==> config.mk <==
export PLATFORM = sky130hd
export DESIGN_NAME = display_scan_ctrl
export DESIGN_NICKNAME = d
export VERILOG_FILES = /design/src/rtl/display_scan_ctrl.sv
export SDC_FILE = /design/constraint.sdc
export NUM_CORES = 1
export LEC_CHECK = 0
export ABC_CLOCK_PERIOD_IN_PS = 3200
export BUFFER_PORTS_ARGS = -buffer_cell sky130_fd_sc_hd__buf_2
export CORE_MARGIN = 2
export CORE_UTILIZATION = 35
export DETAILED_ROUTE_END_ITERATION = 10
export PLACE_DENSITY = 0.59
export SLEW_MARGIN = 20
export SYNTH_ARGS = -nofsm -noshare
export SYNTH_HDL_FRONTEND = slang
export SYNTH_SLANG_ARGS = --single-unit
==> constraint.sdc <==
create_clock -name clk -period 3.2 [get_ports clk]
set_input_delay 0.16 -clock clk [delete_from_list [all_inputs] [get_ports clk]]
set_output_delay 0.16 -clock clk [all_outputs]
set_load 0.01 [all_outputs]
==> src/rtl/display_scan_ctrl.sv <==
// -----------------------------------------------------------------------------
// display_scan_ctrl
//
// Time-multiplexing controller for a 4-digit 7-segment display. It walks a
// 2-bit digit select through 0..3 and produces the matching active-low anode
// enables and decimal point. Each slot opens with a short all-dark guard
// window to suppress ghosting. Digits that are flagged in blink_mask go dark
// while blink_phase is 1.
//
// Ports
//   clk          system clock
//   rst_n        asynchronous active-low reset
//   en           display enable (0 = all anodes off, counters frozen)
//   blink_mask   bit i = digit i blinks
//   dp_mask      bit i = decimal point lit on digit i
//   sel          current digit index to the digit mux (0..3)
//   an           anode enables, active-low, bit i = digit i
//   dp           decimal point, active-low
//   digit_tick   one-cycle pulse on the first cycle of each new slot
//   blink_phase  current blink phase (1 = blinking digits dark)
// -----------------------------------------------------------------------------
module display_scan_ctrl #(
    parameter int SCAN_DIV     = 100000,
    parameter int GUARD        = 2,
    parameter int BLINK_FRAMES = 125
) (
    input  logic       clk,
    input  logic       rst_n,
    input  logic       en,
    input  logic [3:0] blink_mask,
    input  logic [3:0] dp_mask,
    output logic [1:0] sel,
    output logic [3:0] an,
    output logic       dp,
    output logic       digit_tick,
    output logic       blink_phase
);

    localparam int CNT_W = (SCAN_DIV > 1) ? $clog2(SCAN_DIV) : 1;
    localparam int FRM_W = (BLINK_FRAMES > 1) ? $clog2(BLINK_FRAMES) : 1;

    localparam logic [CNT_W-1:0] CNT_LAST = CNT_W'(SCAN_DIV - 1);
    localparam logic [FRM_W-1:0] FRM_LAST = FRM_W'(BLINK_FRAMES - 1);

    // State registers
    logic [CNT_W-1:0] cnt_reg,   cnt_next;
    logic [1:0]       sel_reg,   sel_next;
    logic [FRM_W-1:0] frame_reg, frame_next;
    logic             phase_reg, phase_next;
    logic             tick_reg,  tick_next;

    // Registered copies of the inputs
    logic             en_q;
    logic [3:0]       blink_q;
    logic [3:0]       dp_q;

    // Registered outputs
    logic [3:0]       an_reg,    an_next;
    logic             dp_reg,    dp_next;

    // Prescaler, slot counter and frame/blink counter
    always_comb begin
        cnt_next   = cnt_reg;
        sel_next   = sel_reg;
        frame_next = frame_reg;
        phase_next = phase_reg;
        tick_next  = 1'b0;
        if (en_q) begin
            if (cnt_reg == CNT_LAST) begin
                cnt_next  = '0;
                sel_next  = sel_reg + 2'd1;
                tick_next = 1'b1;
                // Leaving slot 3 closes a full frame
                if (sel_reg == 2'd3) begin
                    if (frame_reg == FRM_LAST) begin
                        frame_next = '0;
                        phase_next = ~phase_reg;
                    end else begin
                        frame_next = frame_reg + 1'b1;
                    end
                end
            end else begin
                cnt_next = cnt_reg + 1'b1;
            end
        end
    end

    // The outputs are registered from the next-state values, and the raw
    // inputs act as the next values of en_q/blink_q/dp_q. As a result an/dp
    // always match the sel/cnt/phase that are visible in the same cycle.
    logic guard_next;
    logic lit_next;

    always_comb begin
        guard_next = (int'(cnt_next) < GUARD);
        lit_next   = en && !guard_next && !(blink_mask[sel_next] && phase_next);
        dp_next    = ~(lit_next && dp_mask[sel_next]);
    end

    // One-hot anode decode: at most one bit can be low, because sel_next
    // selects exactly one digit.
    generate
        for (genvar gi = 0; gi < 4; gi++) begin : g_anode
            assign an_next[gi] = ~(lit_next && (sel_next == 2'(gi)));
        end
    endgenerate

    always_ff @(posedge clk or negedge rst_n) begin
        if (!rst_n) begin
            cnt_reg   <= '0;
            sel_reg   <= 2'd0;
            frame_reg <= '0;
            phase_reg <= 1'b0;
            tick_reg  <= 1'b0;
            en_q      <= 1'b0;
            blink_q   <= 4'd0;
            dp_q      <= 4'd0;
            an_reg    <= 4'b1111;
            dp_reg    <= 1'b1;
        end else begin
            cnt_reg   <= cnt_next;
            sel_reg   <= sel_next;
            frame_reg <= frame_next;
            phase_reg <= phase_next;
            tick_reg  <= tick_next;
            en_q      <= en;
            blink_q   <= blink_mask;
            dp_q      <= dp_mask;
            an_reg    <= an_next;
            dp_reg    <= dp_next;
        end
    end

    assign sel         = sel_reg;
    assign an          = an_reg;
    assign dp          = dp_reg;
    assign digit_tick  = tick_reg;
    assign blink_phase = phase_reg;

endmodule

==> results.sh <==
export IMPL_rr_worst_depth=6
export IMPL_synth_nets=211
export IMPL_setup_viol=0
export IMPL_dp_cells=274
export IMPL_critPathArrivalTime_ns=2.71
export IMPL_grt_pass1_vias=1324
export IMPL_cts_resized=0
export IMPL_grt_busiest_layer="met1"
export IMPL_wl_mm=3.73
export IMPL_synthMostInstantiatedCell="dfrtp_1"
export IMPL_placed_cell_area_um2=2100
export IMPL_cp_end_kind="register"
export IMPL_drt_iter0_markers=72
export IMPL_power_density_nw_per_um2=486
export IMPL_critPathLaunchType="register"
export IMPL_synthTopCellsByArea="dfrtp_1 (37%), xnor2_1 (7.1%), dfstp_2 (6.6%)"
export IMPL_ys_seq_elements=34
export IMPL_max_slew_worst_pin_slew_ns=0.757
export IMPL_nNetsFinal=226
export IMPL_avgSynthCellArea_um2=10.1
export IMPL_skew_ns=0.00681
export IMPL_grt_max_degree=35
export IMPL_cts_setup_buffers=0
export IMPL_max_slew_margin=0.495
export IMPL_status="finished clean"
export IMPL_fp_dieW_um=79.3
export IMPL_ctsHtreeMaxLevel=2
export IMPL_max_cap_violations=0
export IMPL_worstSetupPathType="reg -> reg"
export IMPL_setup_tns_final_ns=0
export IMPL_max_freq_mhz=395
export IMPL_period_needed_ns=2.53
export IMPL_syn_inst=196
export IMPL_cts_tree="yes"
export IMPL_gp_congestion=0.914
export IMPL_met1_usage=0.190
export IMPL_use_met2=0.183
export IMPL_hold_viol_final=0
export IMPL_wl_per_cell_um=13.1
export IMPL_dp_hpwl_mm=2.70
export IMPL_yosysUniqueCellTypes=49
export IMPL_viasPerCell=5.11
export IMPL_drtPass1Iterations=4
export IMPL_stdcell_count=284
export IMPL_die_y_um=79.3
export IMPL_period_share=0.791
export IMPL_num_io_pins=20
export IMPL_required_ns=3.38
export IMPL_synth_edf_count=0
export IMPL_drive_gt1_frac=0.222
export IMPL_syn_to_final_growth_pct=11.4
export IMPL_leakage_nw=1.00
export IMPL_grt_overflow_total=0
export IMPL_met3_usage=0.0295
export IMPL_post_synth_top_area_fraction=0.366
export IMPL_core_um2=5470
export IMPL_clock_latency_ns=0.28
export IMPL_die_area_um2=6280
export IMPL_clk_pin_slew_worst_paths_ns=0.07
export IMPL_yosys_warnings=0
export IMPL_grt_pass1_wl_mm=6.42
export IMPL_final_area_um2=2210
export IMPL_largest_register_ffs=17
export IMPL_clkSinkCount=34
export IMPL_yosysSeqAreaShare=0.432
export IMPL_netlist_area_um2=1980
export IMPL_slew_violations=0
export IMPL_crit_fanout=16
export IMPL_hold_ws_ns=0.394
export IMPL_hold_depth=5
export IMPL_cts_path_max_buffers=2
export IMPL_portBuffers=19
export IMPL_synth_flop_cell="dfrtp_1"
export IMPL_async_flop_share=1.00
export IMPL_drc=0
export IMPL_yosysTopAreaCell="dfrtp_1"
export IMPL_clock_tree_root_cell="clkbuf_8"
export IMPL_final_core_util=0.403
export IMPL_cts_hold_buf=1
export IMPL_antenna_found_initial=0
export IMPL_netlist_top_cells_count="dfrtp_1 (29), nor2_1 (23), xnor2_1 (16), nand4_1 (14), nand2_1 (13)"
export IMPL_ant_nets=0
export IMPL_cts_buffers_inserted=5
export IMPL_min_path_type="in -> reg"
export IMPL_vdd_drop_max_v=0.000356
export IMPL_num_antenna_cells=0
export IMPL_initial_core_util=0.362
export IMPL_routed_via_count=1451
export IMPL_row_count=27
export IMPL_track_usage=0.130
export IMPL_rsz0062_at_grt="no"
## area by class of cell
type	count	area (um2)
inverters	9	33.8
multi-input cells	138	1000
clock inverters	1	5.00
well taps	72	90.1
repair buffers	23	130
clock buffers	7	86.3
fillers	549	3270
flip-flops and latches	34	857
## cells by family (layout without fill, tap and decap cells)
kind of cell    count (synthesis)  after routing  synth area share
fa+ha+maj                       4              4            0.0253
xor+xnor                       25             25             0.114
simple gates                   88             88             0.265
buf+inv                        24             40            0.0606
mux                             7              7            0.0423
flops                          34             34             0.432
compound gates                 14             14            0.0600
## report_power, final
part / internal, mW / switching (mW)
clock network: 0.174 / 0.150
registers: 0.478 / 0.0679
logic: 0.0992 / 0.105
total: 0.751 / 0.323
## per-stage QoR
step,power [mW],setup slack (ns)
6_report,1.07,0.670
4_1_cts,1.09,0.676
3_3_place_gp,0.754,0.703
2_1_floorplan,0.706,0.987
3_5_place_dp,0.759,0.685
5_1_grt,1.14,0.567
## metal layers
metal	wire length (um)	vias to the layer above
met3	137	6
met4	68	0
li1	-	717
met5	0	-
met2	1620	37
met1	1900	691
## cells in the final DEF, fill, tap and decap left out, types with 3 or more instances in the layout
cell	synthesis	routed
nor4_1	4	4
dfrtp_1	29	29
clkbuf_8	0	6
mux2i_1	5	5
nand4_1	14	14
and3_1	3	3
nand3_1	7	7
xor2_1	8	8
buf_2	3	19
xnor2_1	16	16
nor2_1	23	23
inv_1	9	9
nand2_1	13	13
ha_1	4	4
dfstp_2	5	5
nor3_1	7	7
## critical path, stage by stage (launching register included)
cell	delay, ns
dfrtp_1	0.54
or4b_4	0.52
nor4_4	0.34
and2_4	0.37
mux4_2	0.52
inv_1	0.06
nand3_1	0.07
## worst paths after layout
path,start,endpoint,slack [ns]
min reg2reg,cnt_reg[14],cnt_reg[14],0.52
max reg2reg,cnt_reg[7],dp,0.67
min in group asynchronous,rst_n,sel[1],0.49
max,cnt_reg[7],dp,0.67
max in group asynchronous,rst_n,blink_phase,2.23
min,blink_mask[1],dp,0.39
Power figures use the tool's default switching activity.
